## config.mk

```make
export PLATFORM = sky130hd
export DESIGN_NAME = serial_shifter
export DESIGN_NICKNAME = d
export VERILOG_FILES = /design/src/rtl/serial_shifter.sv
export SDC_FILE = /design/constraint.sdc
export NUM_CORES = 1
export LEC_CHECK = 0
export ABC_AREA = 1
export BUFFER_PORTS_ARGS = -buffer_cell sky130_fd_sc_hd__buf_2
export CAP_MARGIN = 10
export CORE_MARGIN = 3
export CORE_UTILIZATION = 60
export CTS_CLUSTER_DIAMETER = 120
export DETAILED_ROUTE_END_ITERATION = 8
export PLACE_DENSITY = 0.87
export SYNTH_ARGS = -nofsm -noshare
export SYNTH_HDL_FRONTEND = slang
export SYNTH_SLANG_ARGS = --single-unit
```

## constraint.sdc

```tcl
create_clock -name clk -period 3.5 [get_ports clk]
set_clock_uncertainty 0.1 [all_clocks]
set_input_delay 0.175 -clock clk [delete_from_list [all_inputs] [get_ports clk]]
set_output_delay 0.175 -clock clk [all_outputs]
set_load 0.005 [all_outputs]
```

## src/rtl/serial_shifter.sv

```systemverilog
`timescale 1ns/1ps
`default_nettype none
// ============================================================================
//  Module   : serial_shifter
//  Purpose  : Iterative sll/srl/sra unit that moves the operand one bit per
//             clock. Its results and {N,Z,C,V} flags match the combinational
//             alu. Shift amounts of WIDTH or more give the saturated result.
//  Ports    : clk      - rising-edge clock
//             rst_n    - asynchronous active-low reset
//             start_i  - request strobe, sampled only when not busy
//             op_i     - 0=sll 1=srl 2=sra 3=reserved (passes a through)
//             a_i      - operand to shift
//             b_i      - unsigned shift amount, full width
//             busy_o   - high while shifting
//             done_o   - one-cycle pulse when res_o/flags_o are updated
//             res_o    - registered result, held until the next completion
//             flags_o  - {N,Z,C,V} of res_o
//  Revision : 1.0 - initial release
// ============================================================================
module serial_shifter #(
  parameter int WIDTH = 32
) (
  input  logic             clk,
  input  logic             rst_n,
  input  logic             start_i,
  input  logic [1:0]       op_i,
  input  logic [WIDTH-1:0] a_i,
  input  logic [WIDTH-1:0] b_i,
  output logic             busy_o,
  output logic             done_o,
  output logic [WIDTH-1:0] res_o,
  output logic [3:0]       flags_o
);

  localparam int              SW      = $clog2(WIDTH);
  localparam int              CW      = $clog2(WIDTH + 1);
  localparam logic [CW-1:0]   N_MAX   = CW'(WIDTH);
  localparam logic [WIDTH-1:0] W_LIMIT = WIDTH'(WIDTH);
  localparam logic [1:0]      OP_SLL  = 2'd0;
  localparam logic [1:0]      OP_SRL  = 2'd1;
  localparam logic [1:0]      OP_SRA  = 2'd2;
  localparam logic [1:0]      OP_RSV  = 2'd3;

  typedef enum logic [1:0] {
    S_IDLE  = 2'd0,
    S_SHIFT = 2'd1,
    S_DONE  = 2'd2
  } state_t;

  state_t           state_q, state_d;
  logic [WIDTH-1:0] work_q,  work_d;
  logic [CW-1:0]    cnt_q,   cnt_d;
  logic [1:0]       op_q,    op_d;
  logic [WIDTH-1:0] res_q,   res_d;
  logic [3:0]       flags_q, flags_d;

  logic [CW-1:0]    w_n;
  logic [WIDTH-1:0] w_shifted;
  logic             w_accept;

  // Shifts never produce carry or overflow, so only N and Z carry information.
  function automatic logic [3:0] shift_flags(input logic [WIDTH-1:0] r);
    return {r[WIDTH-1], (r == '0), 2'b00};
  endfunction

  // Effective shift count. Anything at or above WIDTH clamps to WIDTH, which
  // after WIDTH single steps leaves 0 (sll/srl) or all sign copies (sra).
  always_comb begin
    w_n = '0;
    if (op_i == OP_RSV) begin
      w_n = '0;
    end else if (b_i >= W_LIMIT) begin
      w_n = N_MAX;
    end else begin
      w_n = CW'(b_i[SW-1:0]);
    end
  end

  // One-position step of the working register for the latched operation.
  always_comb begin
    w_shifted = work_q;
    case (op_q)
      OP_SLL:  w_shifted = {work_q[WIDTH-2:0], 1'b0};
      OP_SRL:  w_shifted = {1'b0, work_q[WIDTH-1:1]};
      OP_SRA:  w_shifted = {work_q[WIDTH-1], work_q[WIDTH-1:1]};
      default: w_shifted = work_q;
    endcase
  end

  // A new request is taken in IDLE and also in DONE, allowing back-to-back.
  assign w_accept = start_i && (state_q != S_SHIFT);

  always_comb begin
    state_d = state_q;
    work_d  = work_q;
    cnt_d   = cnt_q;
    op_d    = op_q;
    res_d   = res_q;
    flags_d = flags_q;
    case (state_q)
      S_IDLE, S_DONE: begin
        if (w_accept) begin
          op_d = op_i;
          if (w_n == '0) begin
            res_d   = a_i;
            flags_d = shift_flags(a_i);
            state_d = S_DONE;
          end else begin
            work_d  = a_i;
            cnt_d   = w_n;
            state_d = S_SHIFT;
          end
        end else if (state_q == S_DONE) begin
          state_d = S_IDLE;
        end
      end
      S_SHIFT: begin
        work_d = w_shifted;
        cnt_d  = cnt_q - 1'b1;
        if (cnt_q == CW'(1)) begin
          res_d   = w_shifted;
          flags_d = shift_flags(w_shifted);
          state_d = S_DONE;
        end
      end
      default: state_d = S_IDLE;
    endcase
  end

  always_ff @(posedge clk or negedge rst_n) begin
    if (!rst_n) begin
      state_q <= S_IDLE;
      work_q  <= '0;
      cnt_q   <= '0;
      op_q    <= '0;
      res_q   <= '0;
      flags_q <= '0;
    end else begin
      state_q <= state_d;
      work_q  <= work_d;
      cnt_q   <= cnt_d;
      op_q    <= op_d;
      res_q   <= res_d;
      flags_q <= flags_d;
    end
  end

  assign busy_o  = (state_q == S_SHIFT);
  assign done_o  = (state_q == S_DONE);
  assign res_o   = res_q;
  assign flags_o = flags_q;

endmodule
`default_nettype wire
```

==> impl_metrics.tcl, run 1 <==
set metrics [dict create \
    run_status "complete, no violations" \
    cts.sinks 75 \
    hold_start "a_i[11]" \
    cp_cell_sequence "inv_2, nand2_1, nand3_1, nand3_1, nand2_1, nor2_1, nand2_1, nor2_1, nand2_1, nand2_1, nand2_1, nand2_1" \
    grt_antenna_before_repair 0 \
    clkLatencyLatePin_ns 0.37 \
    total_leakage_power_nw 3.21 \
    grt_max_degree 58 \
    synth_cell_types 31 \
    crit_top_cell "nand2_1" \
    crit_required_ns 3.70 \
    ys_seq_area_frac 0.372 \
    max_freq_mhz 403 \
    holdWs_ns 0.0738 \
    layout_common_cells "nand2_1, nand3_1, buf_2" \
    layout_commonest_cell "nand2_1" \
    vias 5499 \
    dr.pass1.iters 6 \
    path_max_fanout 28 \
    tns_ns 0 \
    tightest_slew_ns 1.01 \
    die_area_mm2 0.00954 \
    cts-buffers-inserted 9 \
    drt_iter0_markers 386 \
    synth-seq-cells 75 \
    fp-row-count 32 \
    postCtsSetupBuffers 0 \
    hold_class "in -> reg" \
    use_met1 0.365 \
    use_met2 0.506 \
    layout_setup_ws_ns 1.02 \
    finalHoldViolCount 0 \
    cp_slowest_cell "dfrtp_1" \
    dieHeight_um 97.7 \
    diodes 0 \
    yosys_warnings 0 \
    wl_per_cell_um 14.0 \
    rsz0062_at_grt "no" \
    io_pins 107 \
    dpl.hpwl_um 9490 \
    use_met3 0.0510 \
    gp_congestion 0.931 \
    portBuffers 104 \
    finalSetupViolCount 0 \
    drive_above_1_share 0.161 \
    drv_cap 0 \
    cts_max_level 3 \
    synth-edff-count 0 \
    drcViolationCount 0 \
    startpoint_type "flip-flop" \
    core_area_mm2 0.00793 \
    synthFlopType "dfrtp_1" \
    end_kind "flip-flop" \
    peakVddDrop_mv 0.453 \
    fin_util 0.723 \
    synthCells 798 \
    initial_utilization 0.636 \
    tritoncts "built" \
    drt-vias-per-instance 5.59 \
    grt_usage 0.294 \
    critPathMaxStageDelay_ns 0.73 \
    critPathLaunch "op_q[0]" \
    cts-root-buf "clkbuf_8" \
    powerDensity_mw_per_mm2 923 \
    p_total_w 0.00529 \
    num-nets-final 947 \
    grt_pass1_vias 5153 \
    r2r_slack_ns 1.02 \
    top_usage_layer "met2" \
    overflow 0 \
    die_x_um 97.7 \
    cts_buffer_depth 2 \
    syn_avg_cell_area_um2 6.32 \
    cp-endpoint "flags_o[2]" \
    slew_headroom 0.328 \
    clkSlewWorstSetupHoldPaths_ns 0.09 \
    syn_to_final_growth_pct 13.6 \
    min_period_over_period 0.709 \
    syn-cell-area_mm2 0.00504 \
    grt_pass1_wl_um 23400 \
    worstPathArrival_ns 2.68 \
    final_max_slew_viol_count 0 \
    routed_wl_um 13800 \
    critical_path_class "reg -> reg" \
    drtAntennaViolNets 0 \
    period_needed_ns 2.48 \
    async_reset_ff_frac 1.00 \
    r2r_cells 12 \
    r2r-start "op_q[0]" \
    r2r-end "flags_o[2]" \
    dp_slack_ns 1.09 \
]
-- synthesized netlist by cell type, types with 2 or more instances --
cell type  instances  area, µm²
inv_1             38        143
or2_2              3       18.8
buf_2             18       90.1
buf_4              9       67.6
nand3_1          147        736
inv_2              2       7.51
buf_6              5       56.3
a21oi_1            4       20.0
nand2_1          330       1240
dfrtp_1           75       1880
ha_1               2       25.0
nand2_2            3       18.8
clkbuf_1          17       63.8
xnor2_1            2       17.5
o21ai_0           39        195
nor4_1             7       43.8
nor3_1             2       10.0
nor2_1            77        289
nand4_1            4       25.0
or2_1              2       12.5
buf_1              2       7.51
-- where the power goes --
part           leakage (nW)  internal (W)  total (W)  switching, W
logic                  2.17      0.000993    0.00287       0.00188
registers             0.940       0.00128    0.00171      0.000430
clock network        0.0922      0.000352   0.000709      0.000357
-- metrics by stage --
step / cell area [µm²] / cells
CTS: 5730 / 983
floorplan: 5050 / 799
finish: 5730 / 983
global placement: 5500 / 964
detailed placement: 5500 / 964
global route: 5730 / 983
-- cells by family (layout without fill, tap and decap cells) --
| group | after synthesis | in the layout | share of synthesized area |
|---|---|---|---|
| AO/OA/AOI/OAI | 45 | 45 | 0.0467 |
| XOR/XNOR | 3 | 3 | 0.00521 |
| adder cells (fa/ha/maj) | 2 | 2 | 0.00496 |
| buffers and inverters | 91 | 173 | 0.0864 |
| flip-flops | 75 | 75 | 0.372 |
| other | 1 | 2 | 0.000744 |
| AND/OR/NAND/NOR | 581 | 581 | 0.484 |
-- critical path: cells and delay by family (launching register included) --
kind,cells,cell delay [ns]
and+or+nand+nor,11,1.23
buffers and inverters,1,0.38
DFF,1,0.73
-- sequential cells by signal, summed over array words and instances, names as in the netlist --
register and flops:
res_o 31, state_q 2, cnt_q 6, work_q 32, flags_o 2, op_q 2
-- worst min path at each step --
stage                            end  slack [ns]  depth (start not counted)
after CTS                 work_q[12]        0.07                          5
after floorplan             cnt_q[0]       -0.22                          0
after global routing      work_q[11]         0.1                          5
final                     work_q[11]        0.07                          5
after global placement     res_o[24]        0.29                          1
after detailed placement   res_o[26]        0.30                          1
-- what timing repair did --
action,CTS,global route
hold buffers,3,0
resized for setup,0,0
hold endpoints to repair,45,0
-- metal layers --
| layer | wire length [µm] | part of all wire |
|---|---|---|
| met4 | 356 | 0.026 |
| met3 | 1070 | 0.078 |
| met5 | 0 | 0 |
| met1 | 5680 | 0.41 |
| met2 | 6690 | 0.48 |
-- cell type report --
class                   instances  area [µm²]
inverters                      40         150
well taps                     102         128
clock inverters                 5        61.3
multi-input cells             633        2730
flip-flops and latches         75        1880
clock buffers                  11         141
repair buffers                117         638
fillers                       685        2200
(Power assumes the default switching activity.)
==> run 2, diff against run 1 <==
- CORE_UTILIZATION: 60 -> 56
- PLACE_DENSITY: 0.87 -> 0.82
- clock period: 3.5 -> 2.6 ns (I/O delays scaled with it)
==> run 2 against run 1 <==
Net effect:
- setup slack worse by 0.74 ns
- global-route usage fell by 0.59 points
- cell count up 0.81%
- largest cell class unchanged
==> impl_metrics.tcl, run 2 (synthesis gave the netlist of run 1 again) <==
set metrics [dict create \
    portBuffers 104 \
    grt_usage 0.288 \
    vias 5604 \
    max_freq_mhz 430 \
    end_kind "flip-flop" \
    slew_headroom 0.460 \
    clkSlewWorstSetupHoldPaths_ns 0.09 \
    grt_max_degree 44 \
    fp-row-count 33 \
    initial_utilization 0.596 \
    dieHeight_um 101 \
    diodes 0 \
    die_area_mm2 0.0102 \
    layout_common_cells "nand2_1, nand3_1, buf_2" \
    die_x_um 101 \
    clkLatencyLatePin_ns 0.36 \
    tns_ns 0 \
    peakVddDrop_mv 0.539 \
    crit_top_cell "nand2_1" \
    cpLargestDelayFamily "simple AND/OR/NAND/NOR gates" \
    tightest_slew_ns 0.809 \
    dpl.hpwl_um 10100 \
    crit_required_ns 2.80 \
    grt_antenna_before_repair 0 \
    p_total_w 0.00716 \
    path_max_fanout 17 \
    critical_path_class "reg -> reg" \
    dr.pass1.iters 5 \
    gp_congestion 0.987 \
    period_needed_ns 2.32 \
    cts-buffers-inserted 9 \
    tritoncts "built" \
    critPathMaxStageDelay_ns 0.60 \
    startpoint_type "flip-flop" \
    top_register "work_q" \
    finalSetupViolCount 0 \
    hold_class "in -> reg" \
    worstPathArrival_ns 2.52 \
    cts_buffer_depth 2 \
    finalHoldViolCount 0 \
    holdBufCountCts 3 \
    fin_util 0.681 \
    cp_slowest_cell "dfrtp_1" \
    largest_register_ff_count 32 \
    cts_max_level 3 \
    run_status "complete, no violations" \
    overflow 0 \
    drive_above_1_share 0.165 \
    layout_commonest_cell "nand2_1" \
    powerDensity_mw_per_mm2 1240 \
    fillers 768 \
    drt-vias-per-instance 5.65 \
    holdWs_ns 0.0212 \
    routed_wl_um 14200 \
    cts_repair_resize_count 0 \
    cp_cell_sequence "buf_4, nor2_1, buf_4, nand2_1, nand2_1, nor2_1, nand2_1, nor2_1, nand2_1, nor2_1, nand2_1, nand2_1, nand2_1, nand2_1" \
    io_pins 107 \
    rsz0062_at_grt "no" \
    core_area_mm2 0.00846 \
    post-place-cells 972 \
    drcViolationCount 0 \
    postCtsSetupBuffers 0 \
    wl_per_cell_um 14.3 \
    drt_iter0_markers 504 \
    final_max_slew_viol_count 0 \
    drv_cap 0 \
    path_buf_inv 2 \
    grt_pass1_wl_um 23900 \
    syn_to_final_growth_pct 14.3 \
    cts.sinks 75 \
    grt_pass1_vias 5285 \
    total_leakage_power_nw 3.23 \
    drtAntennaViolNets 0 \
    cts-root-buf "clkbuf_8" \
    finalNonFillerCells 991 \
    num-nets-final 952 \
    min_period_over_period 0.894 \
]
run 2: cell count changes in the layout (fill, tap and decap cells not counted):
cell / change
buf_4: +5
clkinv_4: +1
clkbuf_8: -1
clkinvlp_4: -1
clkbuf_1: +1
run 2: path summary, 6_finish.rpt:
| kind | slack, ns | endpoint | startpoint | depth (start not counted) |
|---|---|---|---|---|
| max | 0.28 | flags_o[2] | op_q[0] | 14 |
| min | 0.02 | work_q[28] | a_i[28] | 5 |
| max reg2reg | 0.28 | flags_o[2] | op_q[0] | 14 |
| min reg2reg | 0.41 | res_o[16] | res_o[16] | 2 |
| max in group asynchronous | 1.40 | cnt_q[1] | rst_n | 3 |
| min in group asynchronous | 0.29 | work_q[28] | rst_n | 2 |
run 2: worst reg2reg max path, delay by kind of cell (launching register included):
family,cells,cell delay [ns]
AND/OR/NAND/NOR,12,1.06
flip-flops,1,0.60
buffers and inverters,2,0.52
run 2: report_power, final:
part | leakage (nW) | switching, W | total (W) | internal [W]
Clock | 0.0901 | 0.000472 | 0.000922 | 0.000450
Combinational | 2.20 | 0.00259 | 0.00396 | 0.00138
Sequential | 0.940 | 0.000547 | 0.00227 | 0.00172
run 2: layer usage:
layer | track usage | vias up | wire length (µm)
met1 | 0.366 | 2555 | 5870
li1 | - | 2709 | -
met2 | 0.483 | 290 | 6790
met5 | 0 | - | 0
met3 | 0.0616 | 50 | 1110
met4 | 0.106 | 0 | 405
run 2: cell type report:
cell class,count,area [µm²],share of cell area
inverter,40,150,0.0261
multi-input combinational,633,2730,0.474
sequential,75,1880,0.326
clock buffer,11,131,0.0228
clock inverter,5,62.6,0.0109
timing repair buffer,122,676,0.117
tap,105,131,0.0228
run 2: stage by stage:
stage	area (µm²)	worst slack, ns
2_1_floorplan	5050	0.994
3_3_place_gp	5540	0.402
3_5_place_dp	5540	0.359
4_1_cts	5760	0.338
5_1_grt	5760	0.0229
6_report	5760	0.275
